File: config.mk
export PLATFORM = sky130hd
export DESIGN_NAME = multicycle_ctrl
export DESIGN_NICKNAME = d
export VERILOG_FILES = /design/src/rtl/multicycle_pkg.sv /design/src/rtl/alu_op_decode.sv /design/src/rtl/multicycle_ctrl.sv
export SDC_FILE = /design/constraint.sdc
export NUM_CORES = 1
export LEC_CHECK = 0
export ABC_AREA = 1
export CORE_MARGIN = 3
export CORE_UTILIZATION = 40
export DETAILED_ROUTE_END_ITERATION = 10
export DONT_BUFFER_PORTS = 1
export MAX_ROUTING_LAYER = met4
export PLACE_DENSITY_LB_ADDON = 0.3
export SLEW_MARGIN = 15
export SYNTH_ARGS = -nofsm -noshare
export SYNTH_HDL_FRONTEND = slang
export SYNTH_SLANG_ARGS = --single-unit
export TNS_END_PERCENT = 100
File: constraint.sdc
create_clock -name CLK -period 1.4 [get_ports CLK]
set_input_delay 0.21 -clock CLK [delete_from_list [all_inputs] [get_ports CLK]]
set_output_delay 0.21 -clock CLK [all_outputs]
set_load 0.02 [all_outputs]
File: src/rtl/multicycle_pkg.sv
// ----------------------------------------------------------------------------
// multicycle_pkg
// Shared definitions for the multi-cycle CPU control unit:
//   - FSM state encoding (IF is encoded as 0 so a forced-zero debug bus reads IF)
//   - 6-bit instruction opcodes
//   - ALUOp operation codes
//   - PCSrc selector codes
// ----------------------------------------------------------------------------
package multicycle_pkg;

    typedef enum logic [3:0] {
        S_IF     = 4'd0,
        S_ID     = 4'd1,
        S_EXE_R  = 4'd2,
        S_EXE_LS = 4'd3,
        S_EXE_B  = 4'd4,
        S_MEM_RD = 4'd5,
        S_MEM_WR = 4'd6,
        S_WB_R   = 4'd7,
        S_WB_LD  = 4'd8,
        S_HALT   = 4'd9
    } state_e;

    // Instruction opcodes
    localparam logic [5:0] OP_ADD  = 6'b000000;
    localparam logic [5:0] OP_SUB  = 6'b000001;
    localparam logic [5:0] OP_ADDI = 6'b000010;
    localparam logic [5:0] OP_OR   = 6'b010000;
    localparam logic [5:0] OP_AND  = 6'b010001;
    localparam logic [5:0] OP_ORI  = 6'b010010;
    localparam logic [5:0] OP_SLL  = 6'b011000;
    localparam logic [5:0] OP_SLT  = 6'b100110;
    localparam logic [5:0] OP_SW   = 6'b110000;
    localparam logic [5:0] OP_LW   = 6'b110001;
    localparam logic [5:0] OP_BEQ  = 6'b110100;
    localparam logic [5:0] OP_J    = 6'b111000;
    localparam logic [5:0] OP_HALT = 6'b111111;

    // ALU operation codes
    localparam logic [2:0] ALU_ADD = 3'b000;
    localparam logic [2:0] ALU_SUB = 3'b001;
    localparam logic [2:0] ALU_SLT = 3'b010;
    localparam logic [2:0] ALU_SLL = 3'b100;
    localparam logic [2:0] ALU_OR  = 3'b101;
    localparam logic [2:0] ALU_AND = 3'b110;

    // Next-PC source selectors
    localparam logic [1:0] PC_SEQ    = 2'b00;  // PC + 4
    localparam logic [1:0] PC_BRANCH = 2'b01;  // branch target
    localparam logic [1:0] PC_JUMP   = 2'b10;  // jump target

endpackage

File: src/rtl/alu_op_decode.sv
// ----------------------------------------------------------------------------
// alu_op_decode
// Purely combinational decode of the latched opcode into datapath controls.
// Ports:
//   i_op_q      [OP_W-1:0] opcode latched at the end of ID
//   o_alu_op    [2:0]      ALU operation code
//   o_alu_src_b            1 = immediate operand on ALU input B
//   o_reg_dst              1 = rd is the destination (register-register ops)
// ----------------------------------------------------------------------------
module alu_op_decode
    import multicycle_pkg::*;
#(
    parameter int OP_W = 6
) (
    input  logic [OP_W-1:0] i_op_q,
    output logic [2:0]      o_alu_op,
    output logic            o_alu_src_b,
    output logic            o_reg_dst
);

    always_comb begin
        // NOTE: every output gets a default before the case so no path can
        // leave one unassigned and infer a latch.
        o_alu_op    = ALU_ADD;
        o_alu_src_b = 1'b0;
        o_reg_dst   = 1'b0;
        case (i_op_q)
            OP_W'(OP_ADD):  o_reg_dst = 1'b1;
            OP_W'(OP_SUB):  begin o_alu_op = ALU_SUB; o_reg_dst = 1'b1; end
            OP_W'(OP_ADDI): o_alu_src_b = 1'b1;
            OP_W'(OP_OR):   begin o_alu_op = ALU_OR;  o_reg_dst = 1'b1; end
            OP_W'(OP_AND):  begin o_alu_op = ALU_AND; o_reg_dst = 1'b1; end
            OP_W'(OP_ORI):  begin o_alu_op = ALU_OR;  o_alu_src_b = 1'b1; end
            // Shift amount comes from the shamt field, not the immediate path.
            OP_W'(OP_SLL):  begin o_alu_op = ALU_SLL; o_reg_dst = 1'b1; end
            OP_W'(OP_SLT):  begin o_alu_op = ALU_SLT; o_reg_dst = 1'b1; end
            OP_W'(OP_LW),
            OP_W'(OP_SW):   o_alu_src_b = 1'b1;
            OP_W'(OP_BEQ):  o_alu_op = ALU_SUB;
            default: ;
        endcase
    end

endmodule

File: src/rtl/multicycle_ctrl.sv
// ----------------------------------------------------------------------------
// multicycle_ctrl
// Control FSM for a multi-cycle CPU: IF -> ID -> EXE_* -> MEM_* -> WB_*.
// Ports:
//   CLK                  rising-edge clock
//   Reset                synchronous, active-low reset
//   opcode [OP_W-1:0]    IR opcode, valid in ID
//   zero                 ALU zero flag, only consulted in EXE_B
//   ALUOp [2:0], ALUSrcB datapath ALU controls
//   PCWre, IRWre, RegWre, RegDst, mRD, mWR, DBDataSrc  control strobes
//   PCSrc [1:0]          next-PC selector
//   state [3:0]          current FSM state (debug), halted
// Build option: define MULTICYCLE_CTRL_JUMP_EN to decode j (111000) as a
// two-cycle jump; otherwise it is illegal and halts.
// While Reset is low every output is held at 0.
// ----------------------------------------------------------------------------
module multicycle_ctrl
    import multicycle_pkg::*;
#(
    parameter int OP_W = 6
) (
    input  logic            CLK,
    input  logic            Reset,
    input  logic [OP_W-1:0] opcode,
    input  logic            zero,
    output logic [2:0]      ALUOp,
    output logic            ALUSrcB,
    output logic            PCWre,
    output logic            IRWre,
    output logic            RegWre,
    output logic            RegDst,
    output logic            mRD,
    output logic            mWR,
    output logic            DBDataSrc,
    output logic [1:0]      PCSrc,
    output logic [3:0]      state,
    output logic            halted
);

    state_e          r_state;
    logic [OP_W-1:0] r_op_q;
    state_e          w_id_next;
    logic            w_id_jump;
    logic            w_datapath;
    logic [2:0]      w_dec_alu_op;
    logic            w_dec_alu_src_b;
    logic            w_dec_reg_dst;

    alu_op_decode #(.OP_W(OP_W)) u_alu_op_decode (
        .i_op_q      (r_op_q),
        .o_alu_op    (w_dec_alu_op),
        .o_alu_src_b (w_dec_alu_src_b),
        .o_reg_dst   (w_dec_reg_dst)
    );

    // Instruction class from the live opcode; only meaningful while in ID.
    always_comb begin
        w_id_next = S_HALT;
        w_id_jump = 1'b0;
        case (opcode)
            OP_W'(OP_ADD), OP_W'(OP_SUB), OP_W'(OP_ADDI), OP_W'(OP_OR),
            OP_W'(OP_AND), OP_W'(OP_ORI), OP_W'(OP_SLL), OP_W'(OP_SLT):
                w_id_next = S_EXE_R;
            OP_W'(OP_SW), OP_W'(OP_LW):
                w_id_next = S_EXE_LS;
            OP_W'(OP_BEQ):
                w_id_next = S_EXE_B;
`ifdef MULTICYCLE_CTRL_JUMP_EN
            OP_W'(OP_J): begin
                w_id_next = S_IF;
                w_id_jump = 1'b1;
            end
`endif
            default:
                w_id_next = S_HALT;
        endcase
    end

    // NOTE: non-blocking assignments so every register sees pre-edge values.
    always_ff @(posedge CLK) begin
        if (!Reset) begin
            r_state <= S_IF;
            r_op_q  <= '0;
        end else begin
            case (r_state)
                S_IF:     r_state <= S_ID;
                S_ID: begin
                    r_state <= w_id_next;
                    r_op_q  <= opcode;
                end
                S_EXE_R:  r_state <= S_WB_R;
                S_EXE_LS: begin
                    if (r_op_q == OP_W'(OP_LW)) r_state <= S_MEM_RD;
                    else                        r_state <= S_MEM_WR;
                end
                S_EXE_B:  r_state <= S_IF;
                S_MEM_RD: r_state <= S_WB_LD;
                S_MEM_WR: r_state <= S_IF;
                S_WB_R:   r_state <= S_IF;
                S_WB_LD:  r_state <= S_IF;
                S_HALT:   r_state <= S_HALT;
                default:  r_state <= S_IF;
            endcase
        end
    end

    // States in which the ALU is working on the latched instruction.
    assign w_datapath = r_state inside {S_EXE_R, S_EXE_LS, S_EXE_B, S_MEM_RD,
                                        S_MEM_WR, S_WB_R, S_WB_LD};

    // Moore decode of the registered state; zero only steers PCSrc in EXE_B.
    always_comb begin
        ALUOp     = ALU_ADD;
        ALUSrcB   = 1'b0;
        PCWre     = 1'b0;
        IRWre     = 1'b0;
        RegWre    = 1'b0;
        RegDst    = 1'b0;
        mRD       = 1'b0;
        mWR       = 1'b0;
        DBDataSrc = 1'b0;
        PCSrc     = PC_SEQ;
        state     = 4'd0;
        halted    = 1'b0;
        if (Reset) begin
            state  = r_state;
            halted = (r_state == S_HALT);
            if (w_datapath) begin
                ALUOp   = w_dec_alu_op;
                ALUSrcB = w_dec_alu_src_b;
            end
            case (r_state)
                S_IF: IRWre = 1'b1;
                S_ID: begin
                    if (w_id_jump) begin
                        PCWre = 1'b1;
                        PCSrc = PC_JUMP;
                    end
                end
                S_EXE_B: begin
                    PCWre = 1'b1;
                    PCSrc = zero ? PC_BRANCH : PC_SEQ;
                end
                S_MEM_RD: mRD = 1'b1;
                S_MEM_WR: begin
                    mWR   = 1'b1;
                    PCWre = 1'b1;
                end
                S_WB_R: begin
                    RegWre = 1'b1;
                    RegDst = w_dec_reg_dst;
                    PCWre  = 1'b1;
                end
                S_WB_LD: begin
                    RegWre    = 1'b1;
                    DBDataSrc = 1'b1;
                    PCWre     = 1'b1;
                end
                default: ;
            endcase
        end
    end

endmodule

==> out/metrics.cfg, run 1 <==
[outcome]
status=finished with violations
violations=setup timing

[sta]
slew_viol_final=0
rsz0062_at_grt=true
clock_skew_ns=0.00129
period_share_pct=109
finalCriticalPeriod_ns=1.53
hold_violations=0
hold_slack_ns=0.0789
layout_setup_ws_ns=-0.129
finalSetupViolCount=16
clock.fmax_mhz=654

[floorplan]
start_util_pct=44.7
dieArea_mm2=0.00261
die_w_um=51.1
die_h_um=51.1
ios=27
core_mm2=0.00182
fp-row-count=15

[power_and_ir_drop]
vdd_ir_drop_max_uv=611
powerDensity_mw_per_mm2=985
power_leakage_nw=0.675
power.total_mw=1.29

[drt]
drc=0
drt_iter0_drc=39
num_vias=1034
antenna_left=0
via_per_inst=5.30
routedWlPerCell_um=14.6
wl_um=2840
dr.pass1.iters=4

[placed_design]
dp_cells=179
io_buffers=0
gp_congestion=0.898
place_hpwl_um=1650

[global_routing]
grt_pass1_wl_um=3720
grt_usage_pct=18.6
grt_pass1_vias=913
grt_max_degree=14
antenna_found_initial=0
gr-total-overflow=0

[synthesis]
yosys_warnings=0
synth_cell_types=21
synth_nets=154
yosysSeqAreaShare_pct=24.6
syn_avg_cell_area_um2=5.62
ys_ff_latch=10
syn_inst=145
syn_area_um2=815

[clocking]
path_clk_slew_ns=0.07
cts_hold_buf=0
cts_buffer_depth=2
cts.sinks=10
cts_tree=done
h-tree-depth=1
clk_latency_ns=0.26
clockRootBuffer=clkbuf_4
numCtsBuffers=3

[setup_path]
cp.required_ns=1.19
cp-end-kind=primary output
crit_fanout=5
cp_slowest_cell=dfxtp_4
crit_chain=nor2_4, inv_2, nor2_4, nand2_4, nand2_4, nand2_4, inv_4
worstSetupStartpointType=register
cpMostUsedCell=nand2_4
path_class=register to primary output
arrival_ns=1.32
max_stage_delay_ns=0.36

[cells_and_area]
regArea_um2=223
layout_common_cells=22 x nor2_1, 16 x inv_1, 16 x nand2_1, 14 x buf_4
fillers=152
stdcell_count=195
multi_input_area_um2=678
final_common_cell=nor2_1
fin_util_pct=71.9
nets=180
layout-area-overhead-vs-synth_pct=60.7
antenna_cells=0
drive_above_1_share_pct=50.0

[hold_path]
hold_path.class=input port to register

[flow_run]
cap_violations=0

==> cell usage after synthesis <==
library cell / count / area, um^2
nor2_1: 30 / 113
o221ai_1: 1 / 8.76
dfxtp_1: 10 / 200
nor3b_1: 1 / 7.51
nand2_4: 2 / 22.5
o311ai_0: 1 / 8.76
inv_4: 1 / 6.26
nor3_1: 4 / 20.0
nand3_1: 12 / 60.1
buf_4: 1 / 7.51
clkbuf_1: 1 / 3.75
nand2_1: 26 / 97.6
nand4_1: 2 / 12.5
inv_1: 30 / 113
nor2_8: 1 / 20.0
o21bai_1: 1 / 7.51
conb_1: 1 / 3.75
a211oi_1: 1 / 7.51
o21ai_1: 2 / 10.0
o21ai_0: 6 / 30.0
a21oi_1: 11 / 55.1
==> metrics by stage <==
stage          worst slack [ns]  TNS [ns]  instance area, um^2
6_report                 -0.129    -0.995                 1310
3_5_place_dp             0.0382         0                  917
2_1_floorplan         -0.000763  -0.00153                  815
4_1_cts                 -0.0845    -0.547                 1100
5_1_grt                  -0.189     -2.34                 1310
3_3_place_gp             0.0741         0                  917
==> layer usage <==
metal	GRT usage (%)	part of all wire, %	vias to the layer above
met5	-	0	-
met4	4.93	2.4	0
met3	3.79	4.4	8
met2	31.5	51	35
met1	22.3	42	488
li1	-	-	503
==> critical path: cells and delay by family (launching register included) <==
family / cells / cell delay (ns)
buf+inv: 2 / 0.15
flops: 1 / 0.36
simple gates: 5 / 0.54
==> cells by family after synthesis <==
kind of cell | count (synthesis) | share of synthesized area [%]
AND/OR/NAND/NOR | 78 | 43.3
buffers and inverters | 33 | 16.0
AO/OA/AOI/OAI | 23 | 15.7
flip-flops | 10 | 24.6
other | 1 | 0.460
==> state kept, by name (all words and copies together) (netlist names) <==
name and flops:
r_op_q 6, r_state 4
==> timing repair <==
action	in CTS	in global routing
gates resized for setup	42	51
pin swaps	15	15
endpoints found under the setup margin	12	14
setup buffers	9	3
==> layout make-up <==
class / count / share of cell area [%]
multi-input combinational: 102 / 51.8
sequential: 10 / 17.0
timing repair buffer: 23 / 15.8
inverter: 31 / 10.2
clock buffer: 4 / 2.77
tap: 25 / 2.39
==> where the power goes <==
part / internal [mW] / leakage (nW) / switching [mW]
registers: 0.338 / 0.0872 / 0.0646
logic: 0.253 / 0.567 / 0.376
clock network: 0.158 / 0.0210 / 0.100
==> final timing paths <==
| path | cells past startpoint | end | from | slack, ns |
|---|---|---|---|---|
| min reg2reg | 2 | r_op_q[3] | r_op_q[3] | 0.49 |
| max | 7 | ALUOp[1] | r_state[1] | -0.13 |
| min | 2 | r_op_q[0] | Reset | 0.08 |
| max reg2reg | 7 | r_op_q[1] | r_state[1] | -0.04 |
(Power assumes the default switching activity.)
==> run 2, diff against run 1 <==
- GPL_ROUTABILITY_DRIVEN: default -> 0
- GPL_TIMING_DRIVEN: default -> 0
==> run 2 against run 1 <==
Fmax increased by 0.64%. Critical endpoint is now ALUOp[0]. First-iteration DRC count decreased by 64%. Register-to-register slack improved by 0.04 ns. Hold slack improved by 0.0047 ns. Clock power increased by 4%. Non-clock buffer count decreased by 5. Sequential share of layout area increased by 0.95 points. Utilization decreased by 1.5 points. The run still ends with setup timing left. Sequential power increased by 2%. Die area unchanged.
==> out/metrics.cfg, run 2 (synthesized netlist as in run 1, its figures left out) <==
[outcome]
status=finished with violations
violations=setup timing

[sta]
clock_skew_ns=0.000494
hold_violations=0
hold_slack_ns=0.0837
finalSetupViolCount=12
layout_setup_ws_ns=-0.120
finalCriticalPeriod_ns=1.52
slew_viol_final=0
clock.fmax_mhz=658
rsz0062_at_grt=true
period_share_pct=109

[hold_path]
hp-start=opcode[0]
hold_path.class=input port to register

[flow_run]
cap_violations=0

[placed_design]
io_buffers=0
place_hpwl_um=1590
placed_cell_area_um2=846
post-place-ws_ns=-0.126

[drt]
wl_met2_um=1360
top_layer_used=met4
num_vias=1031
via_per_inst=5.43
dr.pass1.iters=5
antenna_left=0
drc=0
wl_um=2740
drt_iter0_drc=14
m1WireLength_um=1090
routedWlPerCell_um=14.4
dr_wl_met3_um=210

[power_and_ir_drop]
powerDensity_mw_per_mm2=1050
vdd_ir_drop_max_uv=581
power.switching_mw=0.576
comb_power_share_pct=49.5
p_sw_share_pct=42.9
power_frac_clock_pct=20.0
power.total_mw=1.34
p_int_mw=0.768
seq_power_share_pct=30.6
power_leakage_nw=0.601

[cells_and_area]
reg_top3=r_op_q: 6 flops, r_state: 4 flops
largest_register=r_op_q
layout-area-overhead-vs-synth_pct=57.3
drive_above_1_share_pct=50.3
antenna_cells=0
largest_register_ffs=6
postLayoutCellArea_mm2=0.00128
layout_common_cells=19 x nor2_1, 17 x buf_4, 16 x inv_1, 15 x nand2_1, 10 x nand3_1
nets=175
final_common_cell=nor2_1

[global_routing]
grt_usage_pct=19.7
grt_max_degree=11
grt_pass1_wl_um=3880
grt_pass1_vias=923
gr-total-overflow=0
antenna_found_initial=0

[setup_path]
cp.required_ns=1.19
arrival_ns=1.31
worstSetupStartpointType=register
crit_fanout=5
r2r-start=r_op_q[2]
path_class=register to primary output
crit_start=r_state[3]
cp-end-kind=primary output

[clocking]
cts_tree=done
clockRootBuffer=clkbuf_4
path_clk_slew_ns=0.07
cts.sinks=10
clk_latency_ns=0.27
cts_buffer_depth=2
h-tree-depth=1
cts_hold_buf=0
numCtsBuffers=3

[floorplan]
ios=27
start_util_pct=44.7
fp-row-count=15
core_mm2=0.00182
die_h_um=51.1
die_w_um=51.1
dieArea_mm2=0.00261

## run 2: changes by cell type in the layout (fill, tap and decap cells not counted), sizes merged
cell,change
clkinv,+1
clkbuf,+1
inv,-1
buf,-6
## run 2: metal layers
metal	vias to the layer above	GRT usage, %
li1	503	-
met1	464	24.1
met2	53	31.8
met3	11	3.79
met4	0	7.62
met5	-	-
## run 2: what timing repair did
action / in CTS / in global routing
setup endpoints to repair: 13 / 15
pin swaps: 12 / 16
resized for setup: 53 / 43
setup buffers: 11 / 5
## run 2: stage by stage
step / std cells / TNS [ns] / utilization, %
floorplan: 145 / -0.00153 / -
global placement: 170 / -0.303 / 46.5
detailed placement: 170 / -0.448 / 46.5
CTS: 185 / -0.626 / 60.4
global route: 190 / -1.67 / 70.4
finish: 190 / -1.07 / 70.4
## run 2: final cells by class
| class | instances | area (um^2) |
|---|---|---|
| timing repair buffer | 16 | 120 |
| buffer | 2 | 11.3 |
| sequential | 10 | 230 |
| clock buffer | 4 | 36.3 |
| inverter | 31 | 139 |
| multi-input combinational | 102 | 713 |
| fill | 150 | 539 |
| tap | 25 | 31.3 |
## run 2: final timing paths
check | endpoint | slack [ns] | depth (start not counted)
setup / recovery | ALUOp[0] | -0.12 | 7
hold / removal | r_op_q[0] | 0.08 | 2
setup reg to reg | r_state[0] | 0 | 10
hold reg to reg | r_op_q[4] | 0.50 | 2
## run 2: critical path, stage by stage (launching register included)
cell	delay [ns]
dfxtp_4	0.37
buf_4	0.12
nand2_4	0.07
nor2_4	0.12
nand2_4	0.09
nand2_4	0.10
nand2_2	0.07
inv_4	0.08
## run 2: power by group through the flow
stage	Clock (mW)	Sequential, mW	Combinational (mW)
after CTS	0.263	0.388	0.514
after detailed placement	0	0.384	0.358
after floorplan	0	0.371	0.304
final	0.269	0.411	0.665
after global routing	0.290	0.417	0.713
after global placement	0	0.382	0.350
